**config.mk**
```make
export PLATFORM = sky130hd
export DESIGN_NAME = piso_tx_controller
export DESIGN_NICKNAME = d
export VERILOG_FILES = /design/src/rtl/piso_tx_pkg.sv /design/src/rtl/piso_core.sv /design/src/rtl/piso_tx_controller.sv
export SDC_FILE = /design/constraint.sdc
export NUM_CORES = 1
export LEC_CHECK = 0
export CAP_MARGIN = 5
export CORE_MARGIN = 2
export CORE_UTILIZATION = 43
export CTS_BUF_LIST = sky130_fd_sc_hd__clkbuf_16
export DETAILED_ROUTE_END_ITERATION = 8
export PLACE_DENSITY = 0.77
export SLEW_MARGIN = 15
export SYNTH_ARGS = -nofsm -noshare
export SYNTH_HDL_FRONTEND = slang
export SYNTH_SLANG_ARGS = --single-unit
```
**constraint.sdc**
```tcl
create_clock -name CLK -period 1.4 [get_ports CLK]
set_clock_uncertainty 0.2 [all_clocks]
set_input_delay 0.42 -clock CLK [delete_from_list [all_inputs] [get_ports CLK]]
set_output_delay 0.42 -clock CLK [all_outputs]
set_load 0.005 [all_outputs]
```
**src/rtl/piso_tx_pkg.sv**
```systemverilog
// -----------------------------------------------------------------------------
// piso_tx_pkg
// Shared definitions for the PISO serial transmit controller:
//   - N_DEFAULT / DIV_DEFAULT : default word width and clock cycles per bit
//   - tx_state_e              : controller FSM state encoding
// Configuration macro: PISO_TX_PARITY_EN (adds the PARITY state when defined).
// -----------------------------------------------------------------------------
package piso_tx_pkg;

    localparam int N_DEFAULT   = 8;
    localparam int DIV_DEFAULT = 1;

    typedef enum logic [1:0] {
        ST_IDLE   = 2'd0,
        ST_SEND   = 2'd1,
`ifdef PISO_TX_PARITY_EN
        ST_DONE   = 2'd2,
        ST_PARITY = 2'd3
`else
        ST_DONE   = 2'd2
`endif
    } tx_state_e;

endpackage : piso_tx_pkg

```
**src/rtl/piso_core.sv**
```systemverilog
// -----------------------------------------------------------------------------
// piso_core
// N-bit parallel-in / serial-out shift register. Loads a word, shifts right
// with zero fill when enabled, and exposes its two low bits so the controller
// can register the next serial bit in the same cycle as the shift.
// Ports:
//   clk, reset  : clock and synchronous active-high reset
//   load        : capture din (takes priority over shift)
//   shift       : shift right by one, zero into the MSB
//   din [N-1:0] : parallel word
//   bit0, bit1  : current register bits 0 and 1
// -----------------------------------------------------------------------------
module piso_core #(
    parameter int N = 8
) (
    input  logic         clk,
    input  logic         reset,
    input  logic         load,
    input  logic         shift,
    input  logic [N-1:0] din,
    output logic         bit0,
    output logic         bit1
);

    logic [N-1:0] sreg_q;
    logic [N-1:0] sreg_d;

    // Next shift-register value: load wins over shift, otherwise hold.
    always_comb begin
        sreg_d = sreg_q;
        if (load) begin
            sreg_d = din;
        end else if (shift) begin
            sreg_d = {1'b0, sreg_q[N-1:1]};
        end else begin
            sreg_d = sreg_q;
        end
    end

    // Shift-register state with synchronous clear.
    always_ff @(posedge clk) begin
        if (reset) begin
            sreg_q <= '0;
        end else begin
            sreg_q <= sreg_d;
        end
    end

    assign bit0 = sreg_q[0];
    assign bit1 = sreg_q[1];

endmodule : piso_core

```
**src/rtl/piso_tx_controller.sv**
```systemverilog
// -----------------------------------------------------------------------------
// piso_tx_controller
// Accepts a parallel word with a VALID/READY handshake and transmits it LSB
// first on SOUT, each bit held DIV clock cycles, followed (optionally) by an
// even-parity bit and a one-cycle DONE pulse.
// Configuration macro: PISO_TX_PARITY_EN -- when defined, an even-parity bit
// is sent for DIV cycles after the data bits.
// Ports:
//   CLK          : clock, all state changes on posedge
//   RESET        : synchronous active-high reset
//   VALID        : requester presents a word on DATAW
//   DATAW [N-1:0]: word to transmit
//   READY        : controller is idle and accepts a word
//   SOUT         : serial data, LSB first
//   FRAME        : high while data/parity bits are on SOUT
//   DONE         : one-cycle pulse after the last bit of a frame
// All outputs are registered.
// -----------------------------------------------------------------------------
module piso_tx_controller
    import piso_tx_pkg::*;
#(
    parameter int N   = N_DEFAULT,
    parameter int DIV = DIV_DEFAULT
) (
    input  logic         CLK,
    input  logic         RESET,
    input  logic         VALID,
    input  logic [N-1:0] DATAW,
    output logic         READY,
    output logic         SOUT,
    output logic         FRAME,
    output logic         DONE
);

    localparam int BW = (N   > 1) ? $clog2(N)   : 1;
    localparam int DW = (DIV > 1) ? $clog2(DIV) : 1;

    localparam logic [BW-1:0] BIT_LAST = BW'(N - 1);
    localparam logic [DW-1:0] DIV_LAST = DW'(DIV - 1);

    tx_state_e       state_q, state_d;
    logic [BW-1:0]   bit_cnt_q, bit_cnt_d;
    logic [DW-1:0]   div_cnt_q, div_cnt_d;
    logic            ready_q, ready_d;
    logic            sout_q, sout_d;
    logic            frame_q, frame_d;
    logic            done_q, done_d;
    logic            core_load_s;
    logic            core_shift_s;
    logic            core_bit0_s;
    logic            core_bit1_s;

`ifdef PISO_TX_PARITY_EN
    logic            parity_q, parity_d;

    function automatic logic even_parity(input logic [N-1:0] word);
        return ^word;
    endfunction
`endif

    piso_core #(
        .N (N)
    ) u_core (
        .clk   (CLK),
        .reset (RESET),
        .load  (core_load_s),
        .shift (core_shift_s),
        .din   (DATAW),
        .bit0  (core_bit0_s),
        .bit1  (core_bit1_s)
    );

    // Next-state, counter sequencing and next registered output values.
    always_comb begin
        state_d      = state_q;
        bit_cnt_d    = bit_cnt_q;
        div_cnt_d    = div_cnt_q;
        core_load_s  = 1'b0;
        core_shift_s = 1'b0;
`ifdef PISO_TX_PARITY_EN
        parity_d     = parity_q;
`endif

        case (state_q)
            ST_IDLE: begin
                if (VALID) begin
                    core_load_s = 1'b1;
                    bit_cnt_d   = '0;
                    div_cnt_d   = '0;
`ifdef PISO_TX_PARITY_EN
                    parity_d    = even_parity(DATAW);
`endif
                    state_d     = ST_SEND;
                end else begin
                    state_d     = ST_IDLE;
                end
            end
            ST_SEND: begin
                if (div_cnt_q == DIV_LAST) begin
                    div_cnt_d    = '0;
                    core_shift_s = 1'b1;
                    if (bit_cnt_q == BIT_LAST) begin
                        bit_cnt_d = '0;
`ifdef PISO_TX_PARITY_EN
                        state_d   = ST_PARITY;
`else
                        state_d   = ST_DONE;
`endif
                    end else begin
                        bit_cnt_d = bit_cnt_q + BW'(1);
                    end
                end else begin
                    div_cnt_d = div_cnt_q + DW'(1);
                end
            end
`ifdef PISO_TX_PARITY_EN
            ST_PARITY: begin
                if (div_cnt_q == DIV_LAST) begin
                    div_cnt_d = '0;
                    state_d   = ST_DONE;
                end else begin
                    div_cnt_d = div_cnt_q + DW'(1);
                end
            end
`endif
            ST_DONE: begin
                state_d = ST_IDLE;
            end
            default: begin
                state_d   = ST_IDLE;
                bit_cnt_d = '0;
                div_cnt_d = '0;
            end
        endcase

        // Outputs are decoded from the next state so they can be registered
        // without adding a cycle of latency.
        ready_d = (state_d == ST_IDLE);
        done_d  = (state_d == ST_DONE);
`ifdef PISO_TX_PARITY_EN
        frame_d = (state_d == ST_SEND) || (state_d == ST_PARITY);
`else
        frame_d = (state_d == ST_SEND);
`endif

        // Serial bit that the shift register will present after this edge.
        if (state_d == ST_SEND) begin
            if (core_load_s) begin
                sout_d = DATAW[0];
            end else if (core_shift_s) begin
                sout_d = core_bit1_s;
            end else begin
                sout_d = core_bit0_s;
            end
        end
`ifdef PISO_TX_PARITY_EN
        else if (state_d == ST_PARITY) begin
            sout_d = parity_d;
        end
`endif
        else begin
            sout_d = 1'b0;
        end
    end

    // FSM state, counters and registered outputs; reset beats any handshake.
    always_ff @(posedge CLK) begin
        if (RESET) begin
            state_q   <= ST_IDLE;
            bit_cnt_q <= '0;
            div_cnt_q <= '0;
            ready_q   <= 1'b1;
            sout_q    <= 1'b0;
            frame_q   <= 1'b0;
            done_q    <= 1'b0;
`ifdef PISO_TX_PARITY_EN
            parity_q  <= 1'b0;
`endif
        end else begin
            state_q   <= state_d;
            bit_cnt_q <= bit_cnt_d;
            div_cnt_q <= div_cnt_d;
            ready_q   <= ready_d;
            sout_q    <= sout_d;
            frame_q   <= frame_d;
            done_q    <= done_d;
`ifdef PISO_TX_PARITY_EN
            parity_q  <= parity_d;
`endif
        end
    end

    assign READY = ready_q;
    assign SOUT  = sout_q;
    assign FRAME = frame_q;
    assign DONE  = done_q;

endmodule : piso_tx_controller

```
# After elaboration in Yosys (flattened, before gate mapping)

Cells that the tools add are included.

Reduce and logical (&&, ||, !) cells: 6
Add/subtract/negate cells: 2
Equal/unequal tests: 7
Bitwise logic cells: 2
Mux-type cells: 19

Operators with widths:

| kind                                                                  | number |
|---|---|
| 8-bit two-way mux                                                     | 2 |
| 1-bit two-way mux                                                     | 9 |
| 3-bit two-way mux                                                     | 3 |
| 3-bit one-hot mux with 3 select lines                                 | 1 |
| 2-bit by 1-bit equality test with 1-bit output, second input constant | 2 |
| 2-bit equality test, second input constant                            | 2 |
| 2-bit logical NOT                                                     | 2 |
| 2-bit two-way mux                                                     | 2 |
| 2-bit inequality test, second input constant                          | 2 |
| 2-bit one-hot mux with 2 select lines                                 | 1 |
| 3-bit by 1-bit adder with 3-bit output, second input constant         | 1 |
| 3-bit equality test, second input constant                            | 1 |
| 1-bit one-hot mux with 3 select lines                                 | 1 |
| 3-bit AND reduction                                                   | 1 |
| 1-bit NOT                                                             | 2 |
| 2-bit AND reduction                                                   | 1 |
| 2-bit nonzero test                                                    | 1 |
| 2-bit OR reduction                                                    | 1 |
| 1-bit adder, second input constant                                    | 1 |

Register bits after elaboration: 18
Logic and storage cells: 44
Output and inout port bits: 4

# Longest topological paths before layout

Gate-level depths: netlist of the first run.

Depth in word-level cells: 7
Gate-level depth with buffers: 5
Depth with buffers taken out: 5

# Hierarchy

Synthesis of the first run repeated with hierarchy kept, for this count alone.

Cell total of the unflattened synthesis: 69
Area, all modules: 740.7 sq um

By module, submodules not included:

| module             | seq. area each (sq um) | area each (sq um) | times used | cells an instance |
|---|---|---|---|---|
| piso_tx_controller | 180.2                  | 371.6             | 1          | 34 |
| piso_core          | 160.2                  | 369.1             | 1          | 35 |

# Worst setup path before layout of the first run

No wires, ideal clock.

Path kind: register to register
Start: reg bit_cnt_q[0]
End: reg sout_q, in the netlist SOUT
Stages on the path, launching flop included: 6
Setup slack: -0.091 ns
Data arrival time: 1.226 ns
Path buffers: 0
Setup time: 0.066 ns
Required time: 1.134 ns
Cell sequence: dfxtp_1 -> ha_1 -> ha_1 -> nand2b_1 -> a211oi_2 -> nor2b_1

Longest elaborated chain between the ends: 7

Ends and longest elaborated chain:

| element                                        | line                      | text |
|---|---|---|
| start, declared                                | piso_tx_controller.sv:42  | `logic [BW-1:0] bit_cnt_q, bit_cnt_d;` |
| start signal, assigned                         | piso_tx_controller.sv:181 | `bit_cnt_q <= bit_cnt_d;` |
| 3-bit equality test                            | piso_tx_controller.sv:102 | `if (bit_cnt_q == BIT_LAST) begin` |
| 2-bit two-way mux                              | piso_tx_controller.sv:102 |  |
| 2-bit two-way mux                              | piso_tx_controller.sv:99  | `if (div_cnt_q == DIV_LAST) begin` |
| 2-bit one-hot mux with 2 select lines          | piso_tx_controller.sv:84  | `case (state_q)` |
| 2-bit by 1-bit equality test with 1-bit output | piso_tx_controller.sv:147 | `if (state_d == ST_SEND) begin` |
| 1-bit NOT (no source line)                     | --                        |  |
| 2-bit OR reduction (no source line)            | --                        |  |
| end signal, assigned                           | piso_tx_controller.sv:184 | `sout_q <= sout_d;` |
| end, declared                                  | piso_tx_controller.sv:45  | `logic sout_q, sout_d;` |

Every way passes these cells.
A chain may end at the register's enable or synchronous reset.

# Final worst setup path of the first run

Same ends and word-level chain as after synthesis.

==> metrics.yaml, run 1 <==
antenna_found_initial: 0
ys_seq_area_frac: 0.4511
wl_um: 1794
num_rows: 15
synth_simple_gate_area_frac: 0.3449
status: "complete, but fails checks"
core_um2: 1689
syn_area_um2: 754.5
swShare: 0.2242
gp_congestion: 0.7631
path_max_fanout: 3
ys.flop_type: "dfxtp_1"
p_sw_uw: 296.2
place_ws_ps: -591.6
min_from: "u_core.sreg_q[7]"
violations: "negative setup slack"
synth_compound_area_frac: 0.1327
stdcell_count: 125
timing.hold.worst_endpoint: "u_core.sreg_q[7]"
comb_power_share: 0.167
ir_drop_mv: 0.5838
die_y_um: 45.89
start_kind: "flip-flop"
path_cells: "ha_4 > ha_4 > nand2b_4 > a211oi_4 > nor2b_1"
dr.pass1.iters: 4
intPower_uw: 1025
worstSetupStartpoint: "bit_cnt_q[0]"
ctsRootBufferMaster: "clkbuf_16"
synth_nets: 92
async_reset_ff_frac: 0
synthAdderAreaFrac: 0.03317
cts_buffer_depth: 2
num_io_pins: 15
ant_nets: 0
synthMuxAreaShare: 0
htree_levels: 1
drtIter0Drc: 5
routed-via-count: 661
maxSlewHeadroom: 0.7849
power_frac_clock: 0.423
cpLargestDelayFamily: "flip-flops"
cp.depth: 5
multi_input_area_um2: 471.7
antenna_cells: 0
area.growth.synth_to_final_pct: 53.23
routed_via_density: 5.288
clock-sinks: 17
first_global_vias: 654
drive_gt1_frac: 0.3796
reg2reg_from: "bit_cnt_q[0]"
rsz0062_at_grt: "true"
grt_overflow: 0
hpwl_um: 1174
r2r-end: "SOUT"
cp_slowest_stage_delay_ps: 330
critPathBufInv: 0
grt.total_usage: 0.1932
cts.clk_slew.worst_paths_ps: 50
cts_hold_buf: 0
port_buffers: 14
seqPwrFrac: 0.410
timing.hold.ws_ps: 290.1
synth_cells: 79
ys_types: 22
dp_cells: 120
wl_per_cell_um: 14.35
seq_area_um2: 347.8
synth_most_common_cell: "dfxtp_1"
synth_top_area_share: 0.4511
die_w_um: 45.89
post-route-drc-count: 0
fmax_mhz: 706.4
start_util: 0.4467
hold_depth: 2
period_needed_ps: 1416
critPathKind: "flip-flop to flip-flop"
synth_edf_count: 0
cp-end-kind: "flip-flop"
critPathArrivalTime_ps: 1400
tightest_slew_ps: 322.6
grt_max_degree: 10
clock_latency_ps: 250
period_share: 1.011
hold_viol_final: 0
drv_slew: 0
yosys_warnings: 0
power.density_nw_per_um2: 1143
setup_violations: 2
fin_ws_ps: -15.56
rr_worst_depth: 5
numCtsBuffers: 3
cp_slowest_cell: "dfxtp_2"
nets: 122
cp.required_ps: 1380
synth_top_area_cell: "dfxtp_1"
grt_first_pass_wirelength_um: 2794
die-area_um2: 2105
synth_seq_cells: 17
cap_violations: 0
hold_path_class: "flip-flop to flip-flop"
synth.avg_cell_area_um2: 9.550
crit_top_cell: "ha_4"
ys_top_cells_by_area: "dfxtp_1, or3b_1, nor2_1"
synth_xor_xnor_area_share: 0
p_total_uw: 1321
synth_top_family_by_area: "simple AND/OR/NAND/NOR gates"
reg2reg_slack_ps: -20
n_fill_cell: 118
p_leak_uw: 0.0004937
synth_common_cells: "dfxtp_1, nor2_1, or3b_1, a21oi_1, nor3_1"
cts_tree: "built"
repair_timing:
| item | 4_1_cts | 5_1_grt |
|---|---|---|
| pin swaps | 18 | 6 |
| endpoints found under the setup margin | 19 | 13 |
| resized for setup | 28 | 13 |
| buffers inserted | 0 | 1 |
cells by family after synthesis:
| logic type | count (synthesis) |
|---|---|
| buf+inv | 5 |
| compound gates | 14 |
| simple gates | 41 |
| flops | 17 |
| fa+ha+maj | 2 |
state kept, by name, indices dropped and copies added (netlist names):
signal         count
DONE               1
READY              1
FRAME              1
SOUT               1
u_core.sreg_q      8
state_q            2
bit_cnt_q          3
layer usage:
layer  track usage  part of all wire  vias up
met5             0                 0        -
met4        0.1200             0.014        0
met3       0.03968             0.028        4
met2        0.3139              0.53       11
met1        0.2289              0.42      311
li1              -                 -      335
per-stage QoR:
stage               cell area, µm²  TNS [ps]    util
CTS                           1130    -16.83  0.6689
floorplan                    767.0         0       -
global route                  1156    -205.6  0.6844
detailed placement            1008     -8012  0.5970
global placement              1008     -7724  0.5970
finish                        1156    -16.61  0.6844
worst max path at each step:
stage	to	slack, ps
2_1_floorplan	u_core.sreg_q[5]	9
3_3_place_gp	u_core.sreg_q[5]	-560
3_5_place_dp	u_core.sreg_q[4]	-590
4_1_cts	SOUT	-20
5_1_grt	SOUT	-90
6_report	SOUT	-20
layout by cell type (no fill, tap or decap), types with 3 or more instances in the layout:
cell,Yosys,final
buf_4,0,14
dfxtp_1,17,13
nor2_1,12,12
dlygate4sd2_1,0,7
or3b_1,8,6
or2b_1,5,5
a21oi_1,7,4
nor3_1,6,4
a32oi_1,3,3
a21oi_2,0,3
nand2b_1,4,3
dfxtp_2,0,3
clkbuf_16,0,3
power groups by stage:
| stage | Clock (µW) | Combinational [µW] | Sequential [µW] |
|---|---|---|---|
| 2_1_floorplan | 0 | 103 | 545 |
| 3_3_place_gp | 0 | 188 | 544 |
| 3_5_place_dp | 0 | 194 | 547 |
| 4_1_cts | 570 | 200 | 541 |
| 5_1_grt | 593 | 241 | 545 |
| 6_report | 560 | 220 | 542 |
cell type report:
| type | instances | share of cell area |
|---|---|---|
| Sequential cell | 17 | 0.3009 |
| Clock inverter | 1 | 0.003247 |
| Multi-Input combinational cell | 57 | 0.4080 |
| Timing Repair Buffer | 29 | 0.2013 |
| Tap cell | 17 | 0.01840 |
| Clock buffer | 3 | 0.06493 |
| Inverter | 1 | 0.003247 |
tightest hold or removal path: cells and delay by family (launching register included):
family | cells | cell delay [ps]
AO/OA/AOI/OAI | 1 | 50
flip-flops | 1 | 310
AND/OR/NAND/NOR | 1 | 80
Note: power is estimated with default switching activity, not from simulation.
==> run 2: changes to the inputs <==
- SYNTH_HIERARCHICAL: default -> 1
- clock period: 1.4 -> 1.3 ns (I/O delays scaled with it)
==> run 2 against run 1 <==
Against the previous run: the run still ends with negative setup slack left; critical endpoint unchanged; clock-buffer cell count is the same; non-clock buffer count shrank 1; fmax is 1.7% lower.
==> metrics.yaml, run 2 <==
antenna_found_initial: 0  # unchanged
drtIter0Drc: 3  # was 5
worstSetupStartpoint: "bit_cnt_q[0]"  # unchanged
wl_per_cell_um: 14.80  # was 14.35 µm
cp.required_ps: 1290  # was 1380 ps
p_leak_uw: 0.0004850  # was 0.0004937 µW
num_io_pins: 15  # unchanged
grt_overflow: 0  # unchanged
final_core_util: 0.7199  # was 0.6844
synth_simple_gate_area_frac: 0.1841  # was 0.3449
gp_congestion: 0.7030  # was 0.7631
routed-via-count: 627  # was 661
ys_top_cells_by_area: "dfxtp_1, mux2i_1, a211oi_1"  # was dfxtp_1, or3b_1, nor2_1
synth_top_area_share: 0.4595  # was 0.4511
area.growth.synth_to_final_pct: 51.52  # was 53.23%
port_buffers: 14  # unchanged
path_cells: "ha_4 > ha_4 > or2b_1 > a21boi_2 > o211a_1"  # was ha_4 > ha_4 > nand2b_4 > a211oi_4 > nor2b_1
dr.pass1.iters: 4  # unchanged
cp-end-kind: "flip-flop"  # unchanged
cts.clk_slew.worst_paths_ps: 50  # about the same
fin_ws_ps: -140.3  # was -15.56 ps
cap_violations: 0  # unchanged
cts_tree: "built"  # unchanged
cp_slowest_stage_delay_ps: 330  # about the same
ctsRootBufferMaster: "clkbuf_16"  # unchanged
hold_path_class: "input pin to flip-flop"  # was flip-flop to flip-flop
grt_max_degree: 14  # was 10
synth_nets: 82  # was 92
violations: "negative setup slack"  # unchanged
die_w_um: 45.51  # was 45.89 µm
num_rows: 14  # was 15
dp_cells: 108  # was 120
routed_via_density: 5.500  # was 5.288
core_um2: 1559  # was 1689 µm²
synth_cells: 69  # was 79
synthMuxAreaShare: 0.1149  # was 0
period_needed_ps: 1440  # was 1416 ps
critPathArrivalTime_ps: 1430  # was 1400 ps
power.density_nw_per_um2: 1255  # was 1143 nW/µm²
final_cell_mix: "dfxtp_1, buf_4, clkdlybuf4s50_1"  # was buf_4, dfxtp_1, nor2_1
drv_slew: 0  # unchanged
grt.total_usage: 0.1893  # was 0.1932
hpwl_um: 1107  # was 1174 µm
ys_seq_area_frac: 0.4595  # was 0.4511
clock_latency_ps: 240  # was 250 ps
die_y_um: 45.51  # was 45.89 µm
wl_um: 1687  # was 1794 µm
syn_area_um2: 740.7  # was 754.5 µm²
htree_levels: 1  # unchanged
crit_top_cell: "ha_4"  # unchanged
cts_buffer_depth: 2  # unchanged
reg_top3: "u_core/sreg_q (8), bit_cnt_q (3), state_q (2)"  # was u_core.sreg_q (8), bit_cnt_q (3), state_q (2)
grt_first_pass_wirelength_um: 2691  # was 2794 µm
synth_compound_area_frac: 0.1537  # was 0.1327
period_share: 1.108  # was 1.011
start_kind: "flip-flop"  # unchanged
cts_hold_buf: 0  # unchanged
tightest_slew_ps: 209.6  # was 322.6 ps
path_max_fanout: 2  # was 3
nets: 112  # was 122
reg2reg_from: "bit_cnt_q[0]"  # unchanged
clock-sinks: 17  # unchanged
critPathKind: "flip-flop to flip-flop"  # unchanged
start_util: 0.4751  # was 0.4467
async_reset_ff_frac: 0  # unchanged
synth_most_common_cell: "dfxtp_1"  # unchanged
status: "complete, but fails checks"  # unchanged
drive_gt1_frac: 0.4184  # was 0.3796
cp_slowest_cell: "dfxtp_2"  # unchanged
synth_edf_count: 0  # unchanged
synth_common_cells: "dfxtp_1, a211oi_1, mux2i_1, nor2b_1, nor2_1"  # was dfxtp_1, nor2_1, or3b_1, a21oi_1, nor3_1
first_global_vias: 618  # was 654
min_from: "RESET"  # was u_core.sreg_q[7]
die-area_um2: 2071  # was 2105 µm²
placed_area_um2: 1002  # was 1008 µm²
antenna_cells: 0  # unchanged
synth_top_area_cell: "dfxtp_1"  # unchanged
post-route-drc-count: 0  # unchanged
ir_drop_mv: 0.7678  # was 0.5838 mV
ys_types: 23  # was 22
synthAdderAreaFrac: 0.03378  # was 0.03317
synth_top_family_by_area: "simple AND/OR/NAND/NOR gates"  # unchanged
setup_violations: 10  # was 2
final_common_cell: "dfxtp_1"  # was buf_4
n_fill_cell: 113  # was 118
hold_viol_final: 0  # unchanged
rsz0062_at_grt: "true"  # unchanged
maxSlewHeadroom: 0.8575  # was 0.7849
synth_xor_xnor_area_share: 0  # unchanged
largest_reg_flops: 8  # unchanged
synth_seq_cells: 17  # unchanged
yosys_warnings: 6  # was 0
ant_nets: 0  # unchanged
numCtsBuffers: 3  # unchanged
stdcell_area_um2: 1122  # was 1156 µm²
stdcell_count: 114  # was 125
regMostFlops: "u_core/sreg_q"  # was u_core.sreg_q
ys.flop_type: "dfxtp_1"  # unchanged
synth.avg_cell_area_um2: 10.73  # was 9.550 µm²
fmax_mhz: 694.3  # was 706.4 MHz
run 2: changes by cell type after synthesis, moves of 6 or more:
cell and delta:
mux2i_1 +7, or3b_1 -7, a211oi_1 +6, a21oi_1 -6, nor2_1 -6, nor2b_1 +6, nor3_1 -6
run 2: final timing paths:
check                 end  slack (ps)  depth (start not counted)
min reg2reg  bit_cnt_q[1]         350                          2
max reg2reg          SOUT        -140                          5
max                  SOUT        -140                          5
min          bit_cnt_q[0]         330                          3
run 2: cell families after synthesis:
group,after synthesis
AO/OA/AOI/OAI,15
adder cells (fa/ha/maj),2
flip-flops,17
multiplexers,8
buffers and inverters,5
AND/OR/NAND/NOR,22
run 2: repair_timing:
| action | 4_1_cts | 5_1_grt |
|---|---|---|
| setup endpoints to repair | 19 | 15 |
| pin swaps | 4 | 2 |
| buffers inserted | 1 | 0 |
| cloned | 0 | 1 |
| resized for setup | 28 | 4 |
run 2: power by group:
group | total [µW] | switching, µW | internal, µW
clock network | 598 | 190 | 408
registers | 580 | 21.3 | 559
logic | 230 | 94.6 | 136
run 2: per-layer routing:
metal | global-route usage | wire, µm | vias up | share of wire
li1 | - | - | 304 | -
met1 | 0.2083 | 702 | 292 | 0.42
met2 | 0.3155 | 820 | 21 | 0.49
met3 | 0.03968 | 86 | 10 | 0.051
met4 | 0.1412 | 78 | 0 | 0.046
met5 | 0 | 0 | - | 0
run 2: layout make-up:
cell class              count  area [µm²]  area share
repair buffers             28       244.0      0.2174
clock inverters             1       3.754    0.003344
clock buffers               3       75.07     0.06689
well taps                  16       20.02     0.01784
multi-input cells          47       426.7      0.3802
inverters                   2       7.507    0.006689
flip-flops and latches     17       345.3      0.3077
run 2: metrics by stage:
stage                     TNS, ps  total power (µW)  hold WS [ps]  setup slack (ps)
after global routing        -1401              1471         358.2            -193.6
after detailed placement    -7014             796.5         348.0            -545.2
final                      -746.0              1409         328.6            -140.3
after floorplan            -568.3             697.3         255.0            -104.1
after global placement      -6855             788.5         325.0            -506.9
after CTS                  -464.3              1410         356.6            -126.9
run 2: worst max-delay path, delay by kind of cell (launching register included):
kind                     cells  cell delay, ps
adder cells (fa/ha/maj)      2             310
AO/OA/AOI/OAI                2             300
flip-flops                   1             330
AND/OR/NAND/NOR              1             240
